[config.mk]
export PLATFORM = sky130hd
export DESIGN_NAME = lsu_mem_unit
export DESIGN_NICKNAME = d
export VERILOG_FILES = /design/src/rtl/lsu_pkg.sv /design/src/rtl/lsu_load_align.sv /design/src/rtl/lsu_mem_unit.sv
export SDC_FILE = /design/constraint.sdc
export NUM_CORES = 1
export LEC_CHECK = 0
export ABC_CLOCK_PERIOD_IN_PS = 2750
export BUFFER_PORTS_ARGS = -buffer_cell sky130_fd_sc_hd__buf_2
export CAP_MARGIN = 10
export CORE_MARGIN = 2
export CORE_UTILIZATION = 51
export DETAILED_ROUTE_END_ITERATION = 10
export GPL_TIMING_DRIVEN = 0
export PLACE_DENSITY = 0.82
export SLEW_MARGIN = 30
export SYNTH_ARGS = -nofsm -noshare
export SYNTH_HDL_FRONTEND = slang
export SYNTH_SLANG_ARGS = --single-unit
export TNS_END_PERCENT = 20
[constraint.sdc]
create_clock -name clk_i -period 2.75 [get_ports clk_i]
set_clock_uncertainty 0.2 [all_clocks]
set_input_delay 0.55 -clock clk_i [delete_from_list [all_inputs] [get_ports clk_i]]
set_output_delay 0.55 -clock clk_i [all_outputs]
set_load 0.03 [all_outputs]
[src/rtl/lsu_pkg.sv]
// ---------------------------------------------------------------------------
// lsu_pkg: shared types, exception causes and size helper for the LSU stage.
// Rev 1.0 - initial release
// ---------------------------------------------------------------------------
`default_nettype none

package lsu_pkg;

  typedef enum logic [1:0] {
    SIZE_B = 2'b00,
    SIZE_H = 2'b01,
    SIZE_W = 2'b10,
    SIZE_D = 2'b11
  } lsu_size_e;

  typedef enum logic [1:0] {
    IDLE     = 2'b00,
    REQ      = 2'b01,
    WAIT_RSP = 2'b10
  } lsu_state_e;

  localparam logic [1:0] EXC_MISALIGN = 2'b01;
  localparam logic [1:0] EXC_BUS_ERR  = 2'b10;
  localparam logic [1:0] EXC_ILL_SIZE = 2'b11;

  function automatic logic [3:0] size_bytes(input logic [1:0] size);
    return 4'd1 << size;
  endfunction

endpackage

`default_nettype wire

[src/rtl/lsu_load_align.sv]
// ---------------------------------------------------------------------------
// lsu_load_align: extracts the addressed lanes of a load response and
// sign/zero-extends them to XLEN. Rev 1.0 - initial release
// ---------------------------------------------------------------------------
`default_nettype none

module lsu_load_align
  import lsu_pkg::*;
#(
  parameter int XLEN = 32,
  parameter int LO_W = 2
) (
  input  logic [XLEN-1:0] rdata_i,
  input  logic [LO_W-1:0] addr_lo_i,
  input  logic [1:0]      size_i,
  input  logic            unsigned_i,
  output logic [XLEN-1:0] data_o
);

  logic [XLEN-1:0] shifted;
  logic [XLEN-1:0] keep_mask;
  logic [XLEN-1:0] top_bit;
  logic [6:0]      nbits;
  logic            sign;

  always_comb begin
    shifted   = rdata_i >> {addr_lo_i, 3'b000};
    nbits     = {size_bytes(size_i), 3'b000};
    // A full-width access shifts the ones out completely, so the mask is all ones.
    keep_mask = ~({XLEN{1'b1}} << nbits);
    top_bit   = {{(XLEN-1){1'b0}}, 1'b1} << (nbits - 7'd1);
    sign      = !unsigned_i && (|(shifted & top_bit));
    data_o    = (shifted & keep_mask) | (sign ? ~keep_mask : '0);
  end

endmodule

`default_nettype wire

[src/rtl/lsu_mem_unit.sv]
// ---------------------------------------------------------------------------
// lsu_mem_unit: single-outstanding load/store execute stage with req/gnt +
// rvalid memory port. Define LSU_MISALIGN_TRAP_EN to trap misaligned ops
// instead of aligning them down. Rev 1.0 - initial release
// ---------------------------------------------------------------------------
`default_nettype none

module lsu_mem_unit
  import lsu_pkg::*;
#(
  parameter int XLEN   = 32,
  parameter int IMM_W  = 12,
  parameter int REG_AW = 5
) (
  input  logic              clk_i,
  input  logic              rst_ni,
  input  logic              in_valid_i,
  output logic              in_ready_o,
  input  logic              in_is_load_i,
  input  logic              in_unsigned_i,
  input  logic [1:0]        in_size_i,
  input  logic [REG_AW-1:0] in_rd_i,
  input  logic [IMM_W-1:0]  in_imm_i,
  input  logic [XLEN-1:0]   rs1_data_i,
  input  logic [XLEN-1:0]   rs2_data_i,
  input  logic [XLEN-1:0]   rs1_fwd_data_i,
  input  logic [XLEN-1:0]   rs2_fwd_data_i,
  input  logic              is_rs1_fwd_i,
  input  logic              is_rs2_fwd_i,
  input  logic              flush_i,
  output logic              mem_req_o,
  output logic              mem_we_o,
  input  logic              mem_gnt_i,
  output logic [XLEN-1:0]   mem_addr_o,
  output logic [XLEN-1:0]   mem_wdata_o,
  output logic [XLEN/8-1:0] mem_be_o,
  input  logic              mem_rvalid_i,
  input  logic [XLEN-1:0]   mem_rdata_i,
  input  logic              mem_err_i,
  output logic              wb_valid_o,
  output logic [REG_AW-1:0] wb_rd_o,
  output logic [XLEN-1:0]   wb_data_o,
  output logic              exc_valid_o,
  output logic [1:0]        exc_cause_o,
  output logic [XLEN-1:0]   exc_addr_o
);

  localparam int BE_W = XLEN / 8;
  localparam int LO_W = $clog2(BE_W);

  lsu_state_e        state_q;
  logic              mem_req_q, mem_we_q;
  logic [XLEN-1:0]   mem_addr_q, mem_wdata_q;
  logic [BE_W-1:0]   mem_be_q;
  logic              wb_valid_q, exc_valid_q;
  logic [REG_AW-1:0] wb_rd_q, rd_q;
  logic [XLEN-1:0]   wb_data_q, exc_addr_q;
  logic [1:0]        exc_cause_q, size_q;
  logic              unsigned_q, flushed_q;
  logic [LO_W-1:0]   addr_lo_q;

  logic [XLEN-1:0]   rs1_eff, rs2_eff, imm_sext, eff_addr, req_addr, req_wdata, load_data;
  logic [3:0]        req_bytes, bytes_m1;
  logic [LO_W-1:0]   lo_mask;
  logic [BE_W-1:0]   be_base, req_be;
  logic              illegal_size, trap_misalign;

  always_comb begin
    rs1_eff      = is_rs1_fwd_i ? rs1_fwd_data_i : rs1_data_i;
    rs2_eff      = is_rs2_fwd_i ? rs2_fwd_data_i : rs2_data_i;
    imm_sext     = {{(XLEN-IMM_W){in_imm_i[IMM_W-1]}}, in_imm_i};
    eff_addr     = rs1_eff + imm_sext;
    req_bytes    = size_bytes(in_size_i);
    bytes_m1     = req_bytes - 4'd1;
    lo_mask      = bytes_m1[LO_W-1:0];
    illegal_size = (in_size_i == SIZE_D) && (XLEN != 64);
    req_addr     = {eff_addr[XLEN-1:LO_W], eff_addr[LO_W-1:0] & ~lo_mask};
    be_base      = ~({BE_W{1'b1}} << req_bytes);
    req_be       = be_base << req_addr[LO_W-1:0];
    case (in_size_i)
      SIZE_B:  req_wdata = {(XLEN/8){rs2_eff[7:0]}};
      SIZE_H:  req_wdata = {(XLEN/16){rs2_eff[15:0]}};
      SIZE_W:  req_wdata = {(XLEN/32){rs2_eff[31:0]}};
      default: req_wdata = rs2_eff;
    endcase
`ifdef LSU_MISALIGN_TRAP_EN
    trap_misalign = |(eff_addr[LO_W-1:0] & lo_mask);
`else
    trap_misalign = 1'b0;
`endif
  end

  lsu_load_align #(
    .XLEN(XLEN),
    .LO_W(LO_W)
  ) u_load_align (
    .rdata_i   (mem_rdata_i),
    .addr_lo_i (addr_lo_q),
    .size_i    (size_q),
    .unsigned_i(unsigned_q),
    .data_o    (load_data)
  );

  always_ff @(posedge clk_i or negedge rst_ni) begin
    if (!rst_ni) begin
      state_q     <= IDLE;
      mem_req_q   <= 1'b0;
      mem_we_q    <= 1'b0;
      mem_addr_q  <= '0;
      mem_wdata_q <= '0;
      mem_be_q    <= '0;
      wb_valid_q  <= 1'b0;
      wb_rd_q     <= '0;
      wb_data_q   <= '0;
      exc_valid_q <= 1'b0;
      exc_cause_q <= 2'b00;
      exc_addr_q  <= '0;
      rd_q        <= '0;
      size_q      <= 2'b00;
      unsigned_q  <= 1'b0;
      addr_lo_q   <= '0;
      flushed_q   <= 1'b0;
    end else begin
      wb_valid_q  <= 1'b0;
      exc_valid_q <= 1'b0;
      case (state_q)
        IDLE: begin
          // A flush in the same cycle as in_valid discards the op.
          if (in_valid_i && !flush_i) begin
            if (illegal_size) begin
              exc_valid_q <= 1'b1;
              exc_cause_q <= EXC_ILL_SIZE;
              exc_addr_q  <= eff_addr;
            end else if (trap_misalign) begin
              exc_valid_q <= 1'b1;
              exc_cause_q <= EXC_MISALIGN;
              exc_addr_q  <= eff_addr;
            end else begin
              mem_req_q   <= 1'b1;
              mem_we_q    <= !in_is_load_i;
              mem_addr_q  <= req_addr;
              mem_wdata_q <= req_wdata;
              mem_be_q    <= req_be;
              rd_q        <= in_rd_i;
              size_q      <= in_size_i;
              unsigned_q  <= in_unsigned_i;
              addr_lo_q   <= req_addr[LO_W-1:0];
              flushed_q   <= 1'b0;
              state_q     <= REQ;
            end
          end
        end
        REQ: begin
          if (flush_i) begin
            mem_req_q <= 1'b0;
            mem_we_q  <= 1'b0;
            state_q   <= IDLE;
          end else if (mem_gnt_i) begin
            mem_req_q <= 1'b0;
            mem_we_q  <= 1'b0;
            state_q   <= mem_we_q ? IDLE : WAIT_RSP;
          end
        end
        WAIT_RSP: begin
          if (mem_rvalid_i) begin
            state_q <= IDLE;
            if (!(flushed_q || flush_i)) begin
              if (mem_err_i) begin
                exc_valid_q <= 1'b1;
                exc_cause_q <= EXC_BUS_ERR;
                exc_addr_q  <= mem_addr_q;
              end else begin
                wb_valid_q <= 1'b1;
                wb_rd_q    <= rd_q;
                wb_data_q  <= load_data;
              end
            end
          end else if (flush_i) begin
            flushed_q <= 1'b1;
          end
        end
        default: state_q <= IDLE;
      endcase
    end
  end

  assign in_ready_o  = (state_q == IDLE);
  assign mem_req_o   = mem_req_q;
  assign mem_we_o    = mem_we_q;
  assign mem_addr_o  = mem_addr_q;
  assign mem_wdata_o = mem_wdata_q;
  assign mem_be_o    = mem_be_q;
  assign wb_valid_o  = wb_valid_q;
  assign wb_rd_o     = wb_rd_q;
  assign wb_data_o   = wb_data_q;
  assign exc_valid_o = exc_valid_q;
  assign exc_cause_o = exc_cause_q;
  assign exc_addr_o  = exc_addr_q;

endmodule

`default_nettype wire

==> results.md, run 1 <==
* Status: finished, violations left
* Failing checks: setup timing
* Pre-CTS setup slack at -1010 ps
* Storage cell area at ~0.0039 mm²
* Cts bufs inserted at 17
* Hold crit path type: in -> reg
* Wirelength per Cell at between 15 and 20 µm
* CTS Root Cell: clkbuf_16
* Core footprint at ~0.018 mm²
* Vias post-DR at around 9.6k
* Switching portion of total power at 42.12%
* Clock Power Share at about 25%
* Final net count at roughly 1.6k
* Rows at roughly 50
* Maximum fanout along the worst path at 5
* Multi-input combinational cell area at 0.005564 mm²
* CTS tree: built
* Final setup fails at 37
* Post-synthesis sequential area ratio at about 42%
* WP data arrival at around 3100 ps
* Cell taking the most area after synthesis: dfrtp_1
* Drt pass-1 iters at 5
* Period utilization at 109.7%
* Pwr Density at approximately 800 mW/mm²
* Port bufs at between 300 and 400
* Residual DRC count at 0
* Hold slack at approximately 120 ps
* Global-route usage over all layers at 33.76%
* First-pass GRT wire length at just over 50000 µm
* Slew Viols, Final at 0
* Post-Route Utilization at a little over two thirds
* Drt total wl at 32790 µm
* Reg power frac at 33.2%
* Cell-internal power at between 0.005 and 0.006 W
* Pleak at 6.129 nW
* Post-synth EDFFs at 0
* Share of cells above drive strength 1 at between 30% and 40%
* Antenna violations before repair at 2
* F_max at 331.5 MHz
* P_sw at 0.004238 W
* Synth top area share at 42.07%
* Die Y at approximately 140 µm
* Tmin final at slightly above 3000 ps
* Critical path startpoint category: input pin
* Post-Syn Instances at between 1k and 1.5k
* First DRT Iteration DRCs at ~640
* Share of power burned in combinational logic at between 40 and 50%
* Clock transition at path regs at ~60 ps
* HPWL Detailed at 24170 µm
* RSZ-0062 raised after global routing: true
* Largest cells by area after synthesis: dfrtp_1 42%, mux2_2 8.5%, nand2_1 7.2%
* Vias in the first global route at between 9k and 10k
* Slew @ Worst Pin at a little over 700 ps
* CP Capture Type: flop
* Overflow after GRT at 0
* Warning count from the yosys run at 0
* Vias per cell at 5.833
* Pwr Total at 0.01006 W
* Starting Density at roughly 52%
* Avg Cell Area, Syn at ~8.9 µm²
* Cell with the most instances after synthesis: nand2_1
* Layout overhead on the synthesized area at 36.98%
* Async S/R FF share, synth at 100.0%
* Worst-skew pair later-pin latency at 430 ps
* Most common library cells after synthesis: 175 x nand2_1, 154 x dfrtp_1, 127 x nor2_1
* Setup TNS at -4786 ps
* Setup ws final at -266.9 ps
* Post-Syn Nets at roughly 1.3k
* Clock sinks at 154
* Syn Std Cell Area at ~0.0092 mm²
* IO Pins at 334
* Max VDD drop at between 500 and 600 µV
* Worst Path Required at 2860 ps
* Filler instances at 1376
* Die area at 0.01905 mm²
* Yosys cell types at 66
* CTS max path bufs at 2
* Routability Congestion at roughly 0.92
* Synthesized flop and latch total at about 150
* Die width at between 100 and 150 µm
* H-tree levels at 4
* Main synth FF type: dfrtp_1
* Largest net degree at the start of global routing at a little under 60
* Crit path kind: in -> reg
* Max_slew headroom at between 50% and 60%
* Final hold violation count at 0
* Max-capacitance violation count at 0
* Remaining antenna violation count at 0
cell usage in the layout, fill, tap and decap left out, types with 9 or more instances in the layout:
master,netlist,routed
a21o_1,20,20
a21oi_1,104,95
a21oi_2,2,10
a221oi_1,9,9
a31oi_1,10,9
buf_1,11,10
buf_2,15,343
buf_4,0,16
clkbuf_1,32,27
clkbuf_16,0,19
dfrtp_1,154,154
ha_1,32,12
ha_2,0,9
ha_4,0,11
inv_1,13,12
mux2_2,69,63
mux2i_1,18,17
nand2_1,175,172
nand2b_1,10,10
nand3_1,10,9
nor2_1,127,124
nor2b_1,13,11
o21ai_0,51,47
o21ai_1,18,19
or3_1,9,9
power by group through the flow:
stage	clock network [W]	registers, W	logic [W]
2_1_floorplan	0	0.00447	0.00144
3_3_place_gp	0	0.00333	0.00389
3_5_place_dp	0	0.00335	0.00397
4_1_cts	0.00246	0.00332	0.00415
5_1_grt	0.00256	0.00340	0.00453
6_report	0.00247	0.00334	0.00425
what timing repair did:
action                                  in CTS  in global routing
endpoints found under the setup margin      48                 51
hold endpoints to repair                    48                  0
buffers inserted                            16                  0
hold buffers                                 1                  0
pin swaps                                   29                 14
cloned                                       1                  0
gates resized for setup                     59                 43
final cells by class:
type / count / area share [%]
well taps: 229 / 2.284
clock buffers: 17 / 3.391
multi-input cells: 809 / 44.35
inverters: 14 / 0.4388
repair buffers: 352 / 14.94
clock inverters: 13 / 1.416
plain buffers: 56 / 2.433
flip-flops and latches: 154 / 30.71
diodes: 2 / 0.03989
kinds of logic after synthesis:
family,Yosys count,share of synthesized area (%)
simple gates,376,17.48
xor+xnor,28,2.677
flops,154,42.07
buf+inv,72,3.155
mux,87,10.45
compound gates,285,19.57
fa+ha+maj,33,4.590
worst max-delay path, cell delays in order:
cell and delay [ps]:
clkbuf_16 130, buf_4 140, clkbuf_8 160, mux2_4 320, ha_4 240, a21o_1 160, a32o_2 310, o31ai_4 380
a31oi_4 150, a41oi_2 180, xor2_1 160, buf_4 150, o22ai_2 70
metrics by stage:
step / instance area [µm²] / cells
after CTS: 12370 / 1644
after detailed placement: 11290 / 1598
after floorplan: 9274 / 1035
final: 12550 / 1646
after global placement: 11220 / 1596
after global routing: 12550 / 1646
registers in the layout (all words and copies together) (netlist names):
| name | count |
|---|---|
| flushed_q | 1 |
| mem_be_o | 4 |
| wb_valid_o | 1 |
| exc_cause_o | 2 |
| unsigned_q | 1 |
| rd_q | 5 |
| state_q | 2 |
| exc_valid_o | 1 |
| wb_rd_o | 5 |
| mem_req_o | 1 |
| mem_wdata_o | 32 |
| exc_addr_o | 32 |
| wb_data_o | 32 |
| mem_addr_o | 32 |
| mem_we_o | 1 |
| size_q | 2 |
final timing paths:
path / from / end / slack (ps) / cells after the start
min in group asynchronous: rst_ni / mem_addr_o[4]$_DFFE_PN0P_ / 410 / 2
max reg2reg: state_q[0]$_DFFE_PN0P_ / exc_addr_o[13]$_DFFE_PN0P_ / 180 / 8
max in group asynchronous: rst_ni / mem_addr_o[18]$_DFFE_PN0P_ / 1020 / 4
max: is_rs1_fwd_i / exc_addr_o[30]$_DFFE_PN0P_ / -270 / 13
min reg2reg: wb_rd_o[1]$_DFFE_PN0P_ / wb_rd_o[1]$_DFFE_PN0P_ / 270 / 2
min: in_rd_i[0] / rd_q[0]$_DFFE_PN0P_ / 120 / 3
metal layers:
layer  part of all wire, %  GRT usage [%]  vias up
met5                     0              0        -
met4                   5.2          17.02        0
met3                   8.4          6.720      126
met2                    49          57.45      541
met1                    37          40.96     4562
li1                      -              -     4372
No activity file was read; power rests on OpenSTA's default activity.
==> run 2: changes to the inputs <==
- ABC_AREA: default -> 1
- CELL_PAD_IN_SITES_DETAIL_PLACEMENT: default -> 1
- CELL_PAD_IN_SITES_GLOBAL_PLACEMENT: default -> 1
- CORE_UTILIZATION: 51 -> 36
- PLACE_DENSITY: 0.82 -> default
- PLACE_DENSITY_LB_ADDON: default -> 0.1
==> run 2 against run 1 <==
- the run now ends clean
- die area rose by 54%
- area after synthesis rose by 10%
- cell count rose by 35%
- clock power fell by 5%
- total power fell by 6.5%
- sequential power fell by 5%
- clock-buffer cell count rose by 2
- global-route usage fell by 6.5 points
- non-clock buffer count fell by 13
- critical path type unchanged
==> results.md, run 2 <==
* CP Cell Sequence: buf_6, buf_8, mux2_2, ha_1, nand2_1, nand2_1, nand2_1, nand2_1, inv_1, nand2_1, a21oi_2, nand2_1, nand2_1, nand2_1, nand2_1, o21ai_0
* CTS Root Cell: clkbuf_16
* Most common library cells after synthesis: 533 x nand2_1, 181 x nor2_1, 163 x inv_1
* Maximum fanout along the worst path at 10
* Filler instances at 3718
* Cts bufs inserted at 17
* Synth Area in Adders at 4.170%
* Vias post-DR at between 10k and 15k
* Most frequent cells in the layout: 521 x nand2_1, 352 x buf_2, 163 x inv_1, 163 x nor2_1, 154 x dfrtp_1
* Post-synthesis compound-gate area fraction at ~12%
* Final hold violation count at 0
* Max VDD drop at between 400 and 500 µV
* RSZ-0062 raised after global routing: true
* Mux contribution to synthesized area at under 10%
* Final net count at 2055
* Post-Syn Nets at 1701
* Synthesized flop and latch total at 154
* Worst Path Required at ~2800 ps
* Drt total wl at 40150 µm
* Remaining antenna violation count at 0
* Drt pass-1 iters at 5
* CTS max path bufs at 2
* Setup TNS at 0 ps
* IO Pins at between 300 and 400
* Die width at roughly 170 µm
* CP max-delay cell: ha_1
* Hold slack at ~110 ps
* Worst-skew pair later-pin latency at 430 ps
* Post-synth EDFFs at 0
* Starting Density at 36.39%
* Post-Syn Instances at approximately 1.5k
* Period utilization at around 95%
* Residual DRC count at 0
* RR Endpoint: wb_data_o[11]$_DFFE_PN0P_
* Largest family of logic cells by synthesized area: simple AND/OR/NAND/NOR gates
* Rows at roughly 60
* Routability Congestion at between 0.8 and 0.9
* Worst r2r src: mem_addr_o[1]$_DFFE_PN0P_
* Pleak at 7.336 nW
* First DRT Iteration DRCs at 614
* Antenna violations before repair at 3
* WP buf/inv at 3
* Slew @ Worst Pin at roughly 740 ps
* Max-capacitance violation count at 0
* Flop-to-flop setup slack at 560 ps
* CTS tree: built
* Cell mode on critical path: nand2_1
* Max_slew headroom at 50.85%
* Vias in the first global route at between 10k and 15k
* Status: completed
* Worst path max stage delay at 360 ps
* Synth top area share at a little under two fifths
* WP data arrival at 2700 ps
* Warning count from the yosys run at 0
* Hold crit path type: in -> reg
* Crit path to: mem_addr_o[26]$_DFFE_PN0P_
* Crit path kind: in -> reg
* Vias per cell at about 5
* Die Y at between 150 and 200 µm
* Final setup fails at 0
* Wirelength per Cell at approximately 18 µm
* Largest net degree at the start of global routing at 62
* Synth Area in XOR/XNOR at under 10%
* Reg2Reg Depth at 6
* First-pass GRT wire length at roughly 61000 µm
* Cell with the most instances after synthesis: nand2_1
* Main synth FF type: dfrtp_1
* Port bufs at between 300 and 400
* Yosys cell types at 40
* Overflow after GRT at 0
* Worst Setup SP: is_rs1_fwd_i
* Simple-gate share of the synthesized area at just over 30%
* Clock transition at path regs at around 70 ps
* Share of cells above drive strength 1 at 27.40%
* Die area at 0.02936 mm²
* Pwr Density at approximately 700 mW/mm²
* Critical path startpoint category: input pin
* Syn Std Cell Area at between 0.01 and 0.015 mm²
* Layout overhead on the synthesized area at 30.41%
* Tmin final at 2611 ps
* H-tree levels at 4
* Avg Cell Area, Syn at about 6.8 µm²
* Core footprint at 0.02771 mm²
* WP depth at 16
* CP Capture Type: flop
* Clock sinks at about 150
* Global-route usage over all layers at 27.30%
* Slew Viols, Final at 0
* HPWL Detailed at roughly 32000 µm
* Async S/R FF share, synth at between 90% and 100%
* Largest cells by area after synthesis: dfrtp_1 38%, nand2_1 20%, nor2_1 6.7%
* Post-synthesis sequential area ratio at about two fifths
* Cell taking the most area after synthesis: dfrtp_1
* Commonest non-fill, non-tap cell in the layout: nand2_1
* Crit path max-delay family: simple AND/OR/NAND/NOR gates
* F_max at approximately 380 MHz
## run 2: changes by cell type after synthesis, moves of 18 or more
cell     delta
a21o_1     -18
a21oi_1    -31
nor2_1     +54
a31oi_1    +23
o21ai_0    +27
inv_1     +150
nand2_1   +358
mux2_2     -38
nand3_1    +46
## run 2: through the flow
stage	utilization, %	total power, W	area, µm²	cells	setup WS (ps)
after floorplan	-	0.005557	10100	1478	20.54
after global placement	44.14	0.006893	12230	2187	-1622
after detailed placement	44.37	0.006994	12290	2189	-831.1
after CTS	46.71	0.009387	12940	2220	-4.412
after global routing	47.44	0.009952	13140	2223	-18.37
final	47.45	0.009408	13150	2224	138.6
## run 2: how the worst min path moves through the flow
stage                                           from  slack (ps)  cells after the start                          to
final                                   in_is_load_i         110                      2        mem_we_o$_DFFE_PN0P_
after global routing                      in_rd_i[3]         100                      3         rd_q[3]$_DFFE_PN0P_
after CTS                               in_is_load_i         100                      2        mem_we_o$_DFFE_PN0P_
after detailed placement                      rst_ni         260                      1    wb_data_o[4]$_DFFE_PN0P_
after global placement    exc_cause_o[1]$_DFFE_PN0P_         250                      1  exc_cause_o[1]$_DFFE_PN0P_
after floorplan                               rst_ni          50                      0   exc_addr_o[0]$_DFFE_PN0P_
## run 2: power by group
group          total [W]  internal [W]  switching [W]
clock            0.00235       0.00130        0.00105
sequential       0.00316       0.00278       0.000384
combinational    0.00389       0.00117        0.00272
## run 2: final cells by class
cell class	count	area, µm²	area share (%)
tap	378	473.0	3.598
timing repair buffer	335	1752	13.32
antenna	3	7.507	0.05710
multi-input combinational	1096	5537	42.11
sequential	154	3854	29.31
inverter	168	631.9	4.806
clock buffer	19	452.9	3.445
buffer	60	327.8	2.494
clock inverter	11	111.4	0.8471
## run 2: kinds of logic (layout without fill, tap and decap cells)
group,Yosys count,in the layout
simple gates,787,787
buf+inv,228,593
compound gates,222,222
flops,154,154
mux,39,39
fa+ha+maj,33,33
xor+xnor,15,15
other cells,0,3
## run 2: layer usage
metal	wire (µm)	track usage, %
met5	13	0
met4	699	7.443
met3	2339	4.717
met2	18390	44.25
met1	18710	37.59
## run 2: repair_timing
| item | in CTS | in global routing |
|---|---|---|
| pin swaps | 0 | 4 |
| endpoints found under the hold margin | 39 | 0 |
| hold buffers | 1 | 0 |
| gates resized for setup | 23 | 52 |
| endpoints found under the setup margin | 41 | 54 |
| buffers inserted | 0 | 1 |
## run 2: worst register-to-register path: stages, from the launching register on
cell and delay (ps):
dfrtp_1 440, inv_1 200, clkbuf_1 350, clkbuf_1 470
a31oi_1 190, nor2_1 150, a21oi_1 80
